**config.mk**
```make
export PLATFORM = sky130hd
export DESIGN_NAME = obi_core_req_slice_flat
export DESIGN_NICKNAME = d
export VERILOG_FILES = /design/src/rtl/obi_core_req_slice_if.sv /design/src/rtl/obi_core_req_slice.sv /design/src/flat_wrapper.sv
export SDC_FILE = /design/constraint.sdc
export NUM_CORES = 1
export LEC_CHECK = 0
export BUFFER_PORTS_ARGS = -buffer_cell sky130_fd_sc_hd__buf_4
export CORE_ASPECT_RATIO = 1.2
export CORE_UTILIZATION = 37
export CTS_CLUSTER_SIZE = 8
export DETAILED_ROUTE_END_ITERATION = 12
export PLACE_DENSITY = 0.79
export SLEW_MARGIN = 20
export SYNTH_ARGS = -nofsm -noshare
export SYNTH_HDL_FRONTEND = slang
export SYNTH_SLANG_ARGS = --single-unit
```
**constraint.sdc**
```tcl
create_clock -name clk_i -period 1.5 [get_ports clk_i]
set_input_delay 0.075 -clock clk_i [delete_from_list [all_inputs] [get_ports clk_i]]
set_output_delay 0.075 -clock clk_i [all_outputs]
set_load 0.01 [all_outputs]
```
**src/rtl/obi_core_req_slice_if.sv**
```systemverilog
// OBI request/response bundle between a core port and the bus.
// The master drives the request fields; the slave returns grant and response.
interface obi_core_req_slice_if;
    logic        req;
    logic [31:0] addr;
    logic        we;
    logic [3:0]  be;
    logic [31:0] wdata;
    logic        gnt;
    logic        rvalid;
    logic [31:0] rdata;

    modport master (
        output req, addr, we, be, wdata,
        input  gnt, rvalid, rdata
    );

    modport slave (
        input  req, addr, we, be, wdata,
        output gnt, rvalid, rdata
    );
endinterface

```
**src/rtl/obi_core_req_slice.sv**
```systemverilog
// Registered OBI request slice with an outstanding-response limit.
// Requests are registered toward the bus; responses pass straight through to the core.
module obi_core_req_slice #(
    parameter int unsigned  MAX_OUTSTANDING = 2,
    localparam int unsigned CNT_W           = $clog2(MAX_OUTSTANDING + 1)
) (
    input  logic                         clk_i,
    input  logic                         rst_ni,
    obi_core_req_slice_if.slave          slv,
    obi_core_req_slice_if.master         mst,
    output logic                         idle_o,
    output logic                         rsp_unexpected_o
);

    logic             valid_r;
    logic [31:0]      addr_r;
    logic             we_r;
    logic [3:0]       be_r;
    logic [31:0]      wdata_r;
    logic [CNT_W-1:0] cnt_r;
    logic [CNT_W-1:0] cnt_nxt_s;
    logic [CNT_W:0]   credit_sum_s;
    logic             credit_ok_s;
    logic             cnt_zero_s;
    logic             gnt_s;
    logic             inc_s;
    logic             dec_s;

    // Credit, grant and counter-event decode; the held request counts against credit.
    always_comb begin
        credit_sum_s = {1'b0, cnt_r} + {{CNT_W{1'b0}}, valid_r};
        credit_ok_s  = (credit_sum_s < (CNT_W + 1)'(MAX_OUTSTANDING));
        cnt_zero_s   = (cnt_r == {CNT_W{1'b0}});
        gnt_s        = slv.req && credit_ok_s && (!valid_r || mst.gnt);
        inc_s        = valid_r && mst.gnt;
        dec_s        = mst.rvalid && !cnt_zero_s;
    end

    // Outstanding counter next value; simultaneous inc and dec cancel out.
    always_comb begin
        cnt_nxt_s = cnt_r;
        case ({inc_s, dec_s})
            2'b10:   cnt_nxt_s = cnt_r + CNT_W'(1);
            2'b01:   cnt_nxt_s = cnt_r - CNT_W'(1);
            default: cnt_nxt_s = cnt_r;
        endcase
    end

    // Slice occupancy: a new accept wins over a drain so back-to-back stays full.
    always_ff @(posedge clk_i or negedge rst_ni) begin
        if (!rst_ni) begin
            valid_r <= 1'b0;
        end else if (gnt_s) begin
            valid_r <= 1'b1;
        end else if (inc_s) begin
            valid_r <= 1'b0;
        end else begin
            valid_r <= valid_r;
        end
    end

    // Payload only loads on accept, so it stays stable while the bus withholds gnt.
    always_ff @(posedge clk_i or negedge rst_ni) begin
        if (!rst_ni) begin
            addr_r  <= 32'h0000_0000;
            we_r    <= 1'b0;
            be_r    <= 4'h0;
            wdata_r <= 32'h0000_0000;
        end else if (gnt_s) begin
            addr_r  <= slv.addr;
            we_r    <= slv.we;
            be_r    <= slv.be;
            wdata_r <= slv.wdata;
        end else begin
            addr_r  <= addr_r;
            we_r    <= we_r;
            be_r    <= be_r;
            wdata_r <= wdata_r;
        end
    end

    // Outstanding-response counter register.
    always_ff @(posedge clk_i or negedge rst_ni) begin
        if (!rst_ni) begin
            cnt_r <= {CNT_W{1'b0}};
        end else begin
            cnt_r <= cnt_nxt_s;
        end
    end

    // Output mapping; an rvalid with nothing outstanding is flagged and not forwarded.
    always_comb begin
        mst.req          = valid_r;
        mst.addr         = addr_r;
        mst.we           = we_r;
        mst.be           = be_r;
        mst.wdata        = wdata_r;
        slv.gnt          = gnt_s;
        slv.rvalid       = mst.rvalid && !cnt_zero_s;
        slv.rdata        = mst.rdata;
        idle_o           = !valid_r && cnt_zero_s;
        rsp_unexpected_o = mst.rvalid && cnt_zero_s;
    end

endmodule

```
**src/flat_wrapper.sv**
```systemverilog
// flat-port wrapper written by rule: the top's interface ports become plain ports
module obi_core_req_slice_flat 
#(
    parameter int unsigned  MAX_OUTSTANDING = 2,
    localparam int unsigned CNT_W           = $clog2(MAX_OUTSTANDING + 1)
)
  (clk_i, rst_ni, idle_o, rsp_unexpected_o, slv_req, slv_addr, slv_we, slv_be, slv_wdata, slv_gnt, slv_rvalid, slv_rdata, mst_req, mst_addr, mst_we, mst_be, mst_wdata, mst_gnt, mst_rvalid, mst_rdata);
  obi_core_req_slice_if slv_i ();
  obi_core_req_slice_if mst_i ();
  input  logic clk_i;
  input  logic rst_ni;
  output logic idle_o;
  output logic rsp_unexpected_o;
  input wire logic [$bits(slv_i.req)-1:0] slv_req;
  input wire logic [$bits(slv_i.addr)-1:0] slv_addr;
  input wire logic [$bits(slv_i.we)-1:0] slv_we;
  input wire logic [$bits(slv_i.be)-1:0] slv_be;
  input wire logic [$bits(slv_i.wdata)-1:0] slv_wdata;
  output wire logic [$bits(slv_i.gnt)-1:0] slv_gnt;
  output wire logic [$bits(slv_i.rvalid)-1:0] slv_rvalid;
  output wire logic [$bits(slv_i.rdata)-1:0] slv_rdata;
  output wire logic [$bits(mst_i.req)-1:0] mst_req;
  output wire logic [$bits(mst_i.addr)-1:0] mst_addr;
  output wire logic [$bits(mst_i.we)-1:0] mst_we;
  output wire logic [$bits(mst_i.be)-1:0] mst_be;
  output wire logic [$bits(mst_i.wdata)-1:0] mst_wdata;
  input wire logic [$bits(mst_i.gnt)-1:0] mst_gnt;
  input wire logic [$bits(mst_i.rvalid)-1:0] mst_rvalid;
  input wire logic [$bits(mst_i.rdata)-1:0] mst_rdata;
  assign slv_i.req = slv_req;
  assign slv_i.addr = slv_addr;
  assign slv_i.we = slv_we;
  assign slv_i.be = slv_be;
  assign slv_i.wdata = slv_wdata;
  assign slv_gnt = slv_i.gnt;
  assign slv_rvalid = slv_i.rvalid;
  assign slv_rdata = slv_i.rdata;
  assign mst_req = mst_i.req;
  assign mst_addr = mst_i.addr;
  assign mst_we = mst_i.we;
  assign mst_be = mst_i.be;
  assign mst_wdata = mst_i.wdata;
  assign mst_i.gnt = mst_gnt;
  assign mst_i.rvalid = mst_rvalid;
  assign mst_i.rdata = mst_rdata;
  obi_core_req_slice #(.MAX_OUTSTANDING(MAX_OUTSTANDING)) u_core (.clk_i(clk_i), .rst_ni(rst_ni), .slv(slv_i), .mst(mst_i), .idle_o(idle_o), .rsp_unexpected_o(rsp_unexpected_o));
endmodule
```
==> results of run 1 <==
[cell families (layout without fill, tap and decap cells)]
logic type | Yosys count | in the layout | synth area share, %
multiplexers | 69 | 69 | 25.8
buffers and inverters | 41 | 246 | 10.9
adder cells (fa/ha/maj) | 1 | 1 | 0.415
XOR/XNOR | 3 | 3 | 0.872
flip-flops | 72 | 72 | 59.8
AO/OA/AOI/OAI | 4 | 4 | 1.20
AND/OR/NAND/NOR | 6 | 6 | 1.08
[worst reg2reg max path, stage by stage (launching register included)]
cell,delay (ps)
dfrtp_1,390
nand2b_4,150
a21oi_4,220
buf_12,170
clkbuf_16,170
mux2_1,330
[report_power, final]
group / leakage (nW) / switching (mW) / internal [mW]
Combinational: 1.55 / 1.89 / 2.97
Clock: 0.103 / 0.679 / 0.924
Sequential: 0.847 / 0.561 / 2.95
[area by class of cell]
| class | count | area (um^2) | area share, % |
|---|---|---|---|
| clock inverters | 4 | 70.1 | 1.35 |
| multi-input cells | 83 | 1020 | 19.7 |
| well taps | 92 | 115 | 2.23 |
| flip-flops and latches | 72 | 1800 | 34.8 |
| repair buffers | 230 | 2030 | 39.3 |
| clock buffers | 11 | 131 | 2.54 |
| inverters | 1 | 3.75 | 0.0726 |
[flip-flops by register name (all words and copies together) (netlist names)]
signal	flops
u_core.cnt_r	2
u_core.mst.addr	32
u_core.mst.be	4
u_core.mst.req	1
u_core.mst.wdata	32
u_core.mst.we	1
[cell usage in the layout, fill, tap and decap left out]
cell           netlist  final
nor3b_1              1      1
a21o_1               1      1
bufinv_16            0      2
xor2_1               1      1
nand2_1              1      1
ha_1                 1      1
nor3_1               1      1
buf_16               0      2
o21a_1               1      1
mux2_1              69     38
clkbuf_1             0      2
buf_4               32    151
xnor2_1              2      2
clkinv_2             0      2
buf_12               0      4
mux2_4               0     31
a21oi_1              1      1
dlygate4sd3_1        0     70
inv_1                1      1
dfrtp_1             72     72
buf_6                7      1
clkbuf_8             0      9
clkbuf_16            0      2
nand2b_4             0      2
a21oi_4              1      1
nor2_2               0      1
[per-layer routing]
metal	vias to the layer above	global-route usage [%]	share of wire, %
met5	-	0	0
met4	0	11.2	3.4
met3	36	4.75	6.0
met2	106	34.9	54
met1	1156	19.6	37
li1	1034	-	-
[metrics by stage]
step / setup TNS, ps / total power [mW] / std cells / utilization (%) / hold slack, ps
finish: -1310 / 9.97 / 493 / 66.3 / 53.1
CTS: -1180 / 9.39 / 491 / 64.3 / 24.9
floorplan: -106 / 5.36 / 196 / - / -221
global placement: 0 / 7.21 / 402 / 51.4 / 18.7
global route: -4620 / 10.5 / 493 / 66.3 / 39.1
detailed placement: -70.0 / 7.37 / 402 / 51.4 / 23.4
[final timing paths]
kind / start / endpoint / slack (ps) / cells past startpoint
max in group asynchronous: rst_ni / u_core.mst.addr[23] / 770 / 3
max reg2reg: u_core.cnt_r[0] / u_core.mst.wdata[17] / -50 / 5
min reg2reg: u_core.mst.wdata[21] / u_core.mst.wdata[21] / 490 / 1
min: mst_gnt / u_core.mst.req / 50 / 3
min in group asynchronous: rst_ni / u_core.mst.addr[2] / 200 / 2
max: u_core.cnt_r[0] / u_core.mst.wdata[17] / -50 / 5
[timing repair]
action / CTS / global route
setup endpoints to repair: 40 / 46
setup buffers: 2 / 1
hold endpoints to repair: 107 / 0
gates resized for setup: 4 / 33
gates cloned: 2 / 2
hold buffers: 70 / 0
pin swaps: 0 / 1
==> impl_metrics.env, run 1 <==
export IMPL_design_area_um2=5170
export IMPL_critPathMaxFanout=10
export IMPL_synth_fp_nets=303
export IMPL_synth_largest_area_cell="dfrtp_1"
export IMPL_fp_dieW_um=84.4
export IMPL_outcome="complete, but fails checks"
export IMPL_p_leak_nw=2.50
export IMPL_clockBufferDepth=2
export IMPL_critical_path_class="reg -> reg"
export IMPL_grt_pass1_wl_mm=12.2
export IMPL_synth_top_area_share_pct=59.8
export IMPL_finalMaxSlewViolations=0
export IMPL_crit_required_ps=1710
export IMPL_drc=14
export IMPL_arrival_ps=1770
export IMPL_synth_main_ff_cell="dfrtp_1"
export IMPL_yosys_top_cells_count="dfrtp_1 (72), mux2_1 (69), buf_4 (32)"
export IMPL_die_y_um=101
export IMPL_drt_first_pass_iters=8
export IMPL_ys_types=18
export IMPL_grt_ovfl_total=0
export IMPL_clkLatencyLatePin_ps=330
export IMPL_wl_per_cell_um=17.1
export IMPL_track_usage_pct=19.0
export IMPL_min_path_type="in -> reg"
export IMPL_synth_edf_count=0
export IMPL_synthCells=196
export IMPL_nets=504
export IMPL_setup_ws_ps=-52.5
export IMPL_ir_drop_v=0.00109
export IMPL_clkTransAtPathRegs_ps=70
export IMPL_hold_violations=0
export IMPL_grt_antenna_before_repair=0
export IMPL_dieArea_um2=8510
export IMPL_fmax_ghz=0.644
export IMPL_cts_sinks=72
export IMPL_yosys_warnings=0
export IMPL_cp_num_buf_inv=2
export IMPL_drt_iter0_drc=64
export IMPL_grt_max_degree=34
export IMPL_ys_ff_latch=72
export IMPL_violations="design-rule violations, negative setup slack"
export IMPL_vias=2332
export IMPL_max_stage_delay_ps=390
export IMPL_core_area_um2=7790
export IMPL_fillCellCount=567
export IMPL_synthArstFlopShare_pct=100
export IMPL_setup_viol=54
export IMPL_tritoncts="done"
export IMPL_crit_chain="nand2b_4 > a21oi_4 > buf_12 > clkbuf_16 > mux2_1"
export IMPL_cap_violations=0
export IMPL_num_antenna_cells=0
export IMPL_hpwl_mm=4.58
export IMPL_syn_cell_area_um2=3010
export IMPL_worstMarginPinSlew_ps=389
export IMPL_io_buffers=147
export IMPL_cts_inserted_buffers=9
export IMPL_yosys_top_cells_area="dfrtp_1 (60%), mux2_1 (26%), buf_4 (8.0%), buf_6 (2.6%), xnor2_1 (0.58%)"
export IMPL_end_kind="flop"
export IMPL_drt_antenna_violating_nets=0
export IMPL_ios=212
export IMPL_initial_core_util_pct=38.7
export IMPL_grt_pass1_vias=2516
export IMPL_avgSynthCellArea_um2=15.4
export IMPL_cp_start_kind="flop"
export IMPL_synthToLayoutAreaGrowth_pct=71.6
export IMPL_cts_root_buf="clkbuf_8"
export IMPL_finClkSkew_ps=5.73
export IMPL_htree_levels=3
export IMPL_place_congestion=0.716
export IMPL_dpl_cell_area_um2=4010
export IMPL_vias_per_cell=4.73
export IMPL_crit_family="flip-flops"
export IMPL_period_needed_ps=1550
export IMPL_rows=35
export IMPL_drt_total_wl_mm=8.42
export IMPL_rsz0062_at_grt="true"
export IMPL_power_density_nw_per_um2=1930
export IMPL_synth_most_common_cell="dfrtp_1"
export IMPL_dpl_worst_slack_ps=-14.4
export IMPL_cp_slowest_cell="dfrtp_1"
export IMPL_synth_seq_area_share_pct=59.8
export IMPL_post_route_period_util_pct=103
export IMPL_drive_gt1_share_pct=51.9
export IMPL_relSlewSlack_pct=74.1
Note: power is estimated with default switching activity, not from simulation.
==> run 2: changes to the inputs <==
- ABC_AREA: unset -> 1
- CORE_UTILIZATION: 37 -> 38
==> impl_metrics.env, run 2 <==
export IMPL_worstMarginPinSlew_ps=484
export IMPL_grt_pass1_wl_mm=16.0
export IMPL_cts_inserted_buffers=9
export IMPL_synth_most_common_cell="nand2_1"
export IMPL_cap_violations=0
export IMPL_drt_first_pass_iters=5
export IMPL_ios=212
export IMPL_drive_gt1_share_pct=33.4
export IMPL_drc=0
export IMPL_avgSynthCellArea_um2=8.91
export IMPL_synth_top_area_share_pct=55.3
export IMPL_setup_viol=0
export IMPL_fmax_ghz=0.705
export IMPL_grt_ovfl_total=0
export IMPL_switchingPower_mw=3.74
export IMPL_wl_met1_mm=3.98
export IMPL_core_area_um2=8240
export IMPL_end_kind="output port"
export IMPL_instances_no_fill=656
export IMPL_yosys_top_cells_area="dfrtp_1 (55%), nand2_1 (17%), nand4_1 (13%), buf_4 (7.8%), buf_1 (1.5%)"
export IMPL_vias_per_cell=5.03
export IMPL_relSlewSlack_pct=67.7
export IMPL_yosys_warnings=0
export IMPL_worst_r2r_setup_slack_ps=110
export IMPL_hold_path_end="u_core.mst.wdata[2]"
export IMPL_yosys_top_cells_count="nand2_1 (144), dfrtp_1 (72), nand4_1 (70)"
export IMPL_dp_cells=577
export IMPL_die_y_um=103
export IMPL_r2r_end="u_core.cnt_r[1]"
export IMPL_clkTransAtPathRegs_ps=80
export IMPL_grt_pass1_vias=3288
export IMPL_dieArea_um2=8960
export IMPL_rows=36
export IMPL_place_congestion=0.712
export IMPL_nets=644
export IMPL_ys_ff_latch=72
export IMPL_synthArstFlopShare_pct=100
export IMPL_wl_per_cell_um=15.5
export IMPL_cp_start_kind="flop"
export IMPL_synth_main_ff_cell="dfrtp_1"
export IMPL_power_share_switching_pct=38.1
export IMPL_synth_fp_nets=473
export IMPL_worstReg2RegStart="u_core.cnt_r[1]"
export IMPL_num_antenna_cells=0
export IMPL_hold_path_startpoint="slv_wdata[2]"
export IMPL_wl_met2_mm=5.22
export IMPL_p_comb_share_pct=47.8
export IMPL_arrival_ps=1340
export IMPL_track_usage_pct=23.4
export IMPL_syn_cell_area_um2=3260
export IMPL_hold_violations=0
export IMPL_period_needed_ps=1420
export IMPL_layout_commonest_cell="buf_4"
export IMPL_outcome="complete, no violations"
export IMPL_pwr_share_clk_pct=17.0
export IMPL_fp_dieW_um=86.6
export IMPL_p_seq_share_pct=35.1
export IMPL_htree_levels=3
export IMPL_hpwl_mm=5.77
export IMPL_synthCells=366
export IMPL_p_leak_nw=2.77
export IMPL_initial_core_util_pct=39.6
export IMPL_drt_total_wl_mm=10.2
export IMPL_top_layer="met4"
export IMPL_drt_iter0_drc=140
export IMPL_clkLatencyLatePin_ps=340
export IMPL_critPathMaxFanout=4
export IMPL_min_path_type="in -> reg"
export IMPL_power_density_nw_per_um2=1900
export IMPL_critical_path_class="reg -> out"
export IMPL_grt_max_degree=51
export IMPL_wl_met3_um=626
export IMPL_synth_edf_count=0
export IMPL_synth_largest_area_cell="dfrtp_1"
export IMPL_post_route_period_util_pct=94.6
export IMPL_ys_types=16
export IMPL_finClkSkew_ps=10.4
export IMPL_ir_drop_v=0.000908
export IMPL_grt_antenna_before_repair=0
export IMPL_tritoncts="done"
export IMPL_setup_ws_ps=80.6
export IMPL_synthToLayoutAreaGrowth_pct=58.6
export IMPL_ff2ff_path_depth=7
export IMPL_power_internal_mw=6.09
export IMPL_clockBufferDepth=2
export IMPL_crit_required_ps=1420
export IMPL_vias=3301
export IMPL_cts_sinks=72
export IMPL_finalMaxSlewViolations=0
export IMPL_hold_path_depth=3
export IMPL_drt_antenna_violating_nets=0
export IMPL_layout_common_cells="buf_4 (155), nand2_1 (144), dfrtp_1 (71), nand4_1 (70), dlygate4sd3_1 (59)"
export IMPL_synth_seq_area_share_pct=55.3
export IMPL_dpl_worst_slack_ps=128
export IMPL_cts_root_buf="clkbuf_8"
export IMPL_io_buffers=147
[run 2: cell count changes in the layout (fill, tap and decap cells not counted), moves of 8 or more]
cell / before / now
mux2_1: 38 / 0
inv_1: 1 / 9
nand2_1: 1 / 144
nand4_1: 0 / 70
dlygate4sd3_1: 70 / 59
mux2_4: 31 / 0
[run 2: cells by family after synthesis]
group	after synthesis	synth area share (%)
flops	72	55.3
fa+ha+maj	1	0.384
buf+inv	69	12.4
xor+xnor	1	0.269
simple gates	223	31.7
[run 2: area by class of cell]
cell class                      instances  area [um^2]
Fill cell                             694         3070
Timing Repair Buffer                  220         1900
Sequential cell                        72         1800
Multi-Input combinational cell        225         1070
Tap cell                              114          143
Clock buffer                           11          141
Clock inverter                          5         80.1
Inverter                                9         33.8
[run 2: power by group through the flow]
stage	Combinational (mW)	Sequential, mW	Clock (mW)
global placement	4.20	3.43	0
CTS	4.66	3.44	1.71
global route	5.18	3.55	1.82
finish	4.70	3.46	1.68
detailed placement	4.32	3.45	0
floorplan	1.81	3.82	0
[run 2: repair_timing]
item | 4_1_cts | 5_1_grt
cloned | 2 | 0
resized for setup | 1 | 3
pin swaps | 0 | 1
hold endpoints to repair | 91 | 2
setup buffers | 1 | 1
endpoints found under the setup margin | 1 | 1
hold buffers | 57 | 2
[run 2: through the flow]
step	instance area (um^2)	hold slack, ps	power (mW)	setup TNS (ps)	util, %
4_1_cts	5130	0.111	9.81	0	62.2
6_report	5170	13.2	9.83	0	62.7
2_1_floorplan	3260	-221	5.64	0	-
3_5_place_dp	4260	72.3	7.77	0	51.7
3_3_place_gp	4260	59.8	7.63	0	51.7
5_1_grt	5170	1.49	10.6	-0.537	62.7
[run 2: worst max-delay path by stage]
| stage | startpoint | end | slack [ps] | depth (start not counted) |
|---|---|---|---|---|
| finish | u_core.cnt_r[1] | slv_gnt | 80 | 5 |
| global route | u_core.cnt_r[1] | slv_gnt | -0.5 | 5 |
| CTS | u_core.cnt_r[0] | slv_gnt | 20 | 6 |
| detailed placement | u_core.cnt_r[1] | u_core.cnt_r[1] | 130 | 7 |
| global placement | u_core.cnt_r[1] | u_core.cnt_r[1] | 220 | 7 |
| floorplan | u_core.cnt_r[0] | u_core.cnt_r[1] | 190 | 7 |
[run 2: critical path, cell delays in order (launching register included)]
cell and delay (ps):
dfrtp_1 430, nor2_4 180, nand3_4 110, buf_12 140, inv_1 50, buf_4 110
[run 2: metal layers]
metal	global-route usage [%]	vias to the layer above
met1	27.3	1580
li1	-	1528
met4	11.2	0
met2	40.0	156
met5	0	-
met3	6.90	37
==> run 3: changes to the inputs <==
- ABC_AREA: 1 -> unset
- CORE_ASPECT_RATIO: 1.2 -> unset
- CORE_UTILIZATION: 38 -> 37
- PLACE_DENSITY: 0.79 -> 0.81
==> impl_metrics.env, run 3 (synthesis gave the netlist of run 1 again) <==
export IMPL_crit_chain="nand2b_4 > a21oi_4 > buf_12 > buf_12 > buf_12 > mux2_1"
export IMPL_fp_dieW_um=92.3
export IMPL_io_buffers=147
export IMPL_htree_levels=3
export IMPL_critical_path_class="reg -> reg"
export IMPL_drive_gt1_share_pct=47.1
export IMPL_fillCellCount=559
export IMPL_ir_drop_v=0.000952
export IMPL_synthToLayoutAreaGrowth_pct=68.4
export IMPL_crit_required_ps=1710
export IMPL_critPathMaxFanout=6
export IMPL_dpl_cell_area_um2=4030
export IMPL_grt_max_degree=35
export IMPL_power_internal_mw=6.41
export IMPL_wl_per_cell_um=14.9
export IMPL_num_antenna_cells=0
export IMPL_grt_pass1_vias=2331
export IMPL_drt_iter0_drc=39
export IMPL_switchingPower_mw=2.98
export IMPL_place_congestion=0.740
export IMPL_outcome="complete, no violations"
export IMPL_nets=505
export IMPL_rows=32
export IMPL_hpwl_mm=4.61
export IMPL_drt_antenna_violating_nets=0
export IMPL_p_comb_share_pct=46.7
export IMPL_seqCellArea_um2=1800
export IMPL_rsz0062_at_grt="true"
export IMPL_layout_commonest_cell="buf_4"
export IMPL_clkTransAtPathRegs_ps=70
export IMPL_drt_total_wl_mm=7.52
export IMPL_die_y_um=92.3
export IMPL_design_area_um2=5080
export IMPL_p_seq_share_pct=37.3
export IMPL_hold_violations=0
export IMPL_grt_ovfl_total=0
export IMPL_end_kind="flop"
export IMPL_arrival_ps=1690
export IMPL_cts_root_buf="clkbuf_8"
export IMPL_cts_inserted_buffers=9
export IMPL_path_common_cell="buf_12"
export IMPL_clockBufferDepth=2
export IMPL_cp_slowest_cell="dfrtp_1"
export IMPL_vias=2265
export IMPL_clkLatencyLatePin_ps=330
export IMPL_tritoncts="done"
export IMPL_max_stage_delay_ps=380
export IMPL_dpl_worst_slack_ps=12.2
export IMPL_worst_r2r_setup_slack_ps=20
export IMPL_post_route_period_util_pct=98.7
export IMPL_layout_common_cells="buf_4 (153), dfrtp_1 (72), dlygate4sd3_1 (70), mux2_1 (59)"
export IMPL_worstMarginPinSlew_ps=394
export IMPL_dieArea_um2=8510
export IMPL_initial_core_util_pct=38.6
export IMPL_power_share_switching_pct=31.7
export IMPL_cap_violations=0
export IMPL_setup_ws_ps=19.8
export IMPL_relSlewSlack_pct=73.7
export IMPL_track_usage_pct=17.7
export IMPL_drt_first_pass_iters=4
export IMPL_setup_viol=0
export IMPL_fmax_ghz=0.676
export IMPL_holdWs_ps=49.4
export IMPL_vias_per_cell=4.49
export IMPL_p_leak_nw=2.42
export IMPL_multi_input_area_um2=940
export IMPL_grt_pass1_wl_mm=11.4
export IMPL_finalPower_mw=9.39
export IMPL_cp_start_kind="flop"
export IMPL_cts_sinks=72
export IMPL_grt_antenna_before_repair=0
export IMPL_finalMaxSlewViolations=0
export IMPL_period_needed_ps=1480
export IMPL_ios=212
export IMPL_core_area_um2=7810
export IMPL_min_path_type="in -> reg"
export IMPL_pwr_share_clk_pct=16.0
export IMPL_finClkSkew_ps=6.16
export IMPL_power_density_nw_per_um2=1850
export IMPL_drc=0
[run 3: cell types whose count changed in the layout (fill, tap and decap cells not counted), moves of 3 or more]
cell           delta
nand4_1          -70
nor2_1            -3
nand2_1         -143
dlygate4sd3_1    +11
mux2_4           +10
inv_1             -8
mux2_1           +59
[run 3: repair_timing]
action | CTS | global route
resized for setup | 4 | 10
gates cloned | 1 | 1
hold buffers | 70 | 0
endpoints found under the setup margin | 4 | 68
hold endpoints to repair | 97 | 0
buffers inserted | 4 | 1
pin swaps | 0 | 1
[run 3: metal layers]
metal / vias up / wire length (um) / track usage (%)
met4: 0 / 95 / 6.51
met2: 110 / 4040 / 31.8
met5: - / 0 / 0
met3: 10 / 386 / 4.15
met1: 1104 / 3000 / 20.4
li1: 1041 / - / -
[run 3: area by class of cell]
cell class                 instances  share of cell area [%]
timing repair buffer             231                    39.5
sequential                        72                    35.5
multi-input combinational         83                    18.5
clock buffer                      11                    2.79
tap                              102                    2.51
clock inverter                     5                    1.11
inverter                           1                  0.0739
[run 3: metrics by stage]
stage | TNS [ps] | util (%) | cells
floorplan | -106 | - | 196
global placement | 0 | 51.6 | 413
detailed placement | 0 | 51.6 | 413
CTS | -155 | 64.3 | 504
global route | -226 | 65.0 | 505
finish | 0 | 65.0 | 505
[run 3: worst paths after layout]
check | endpoint | start | cells after the start
max in group asynchronous | u_core.mst.wdata[29] | rst_ni | 3
setup / recovery | u_core.mst.be[2] | u_core.cnt_r[0] | 6
hold / removal | u_core.mst.req | mst_gnt | 3
hold reg to reg | u_core.mst.be[2] | u_core.mst.be[2] | 1
setup reg to reg | u_core.mst.be[2] | u_core.cnt_r[0] | 6
min in group asynchronous | u_core.mst.wdata[22] | rst_ni | 2
[run 3: power by group through the flow]
stage	combinational, mW	clock [mW]	sequential [mW]
2_1_floorplan	1.45	0	3.91
3_3_place_gp	3.75	0	3.45
3_5_place_dp	3.86	0	3.50
4_1_cts	4.22	1.55	3.47
5_1_grt	4.69	1.65	3.62
6_report	4.39	1.50	3.50
[run 3: critical path, delay by kind of cell (launching register included)]
kind / cells / cell delay, ps
DFF: 1 / 380
buffers and inverters: 3 / 380
muxes: 1 / 310
and+or+nand+nor: 1 / 150
AOI/OAI and AO/OA: 1 / 140
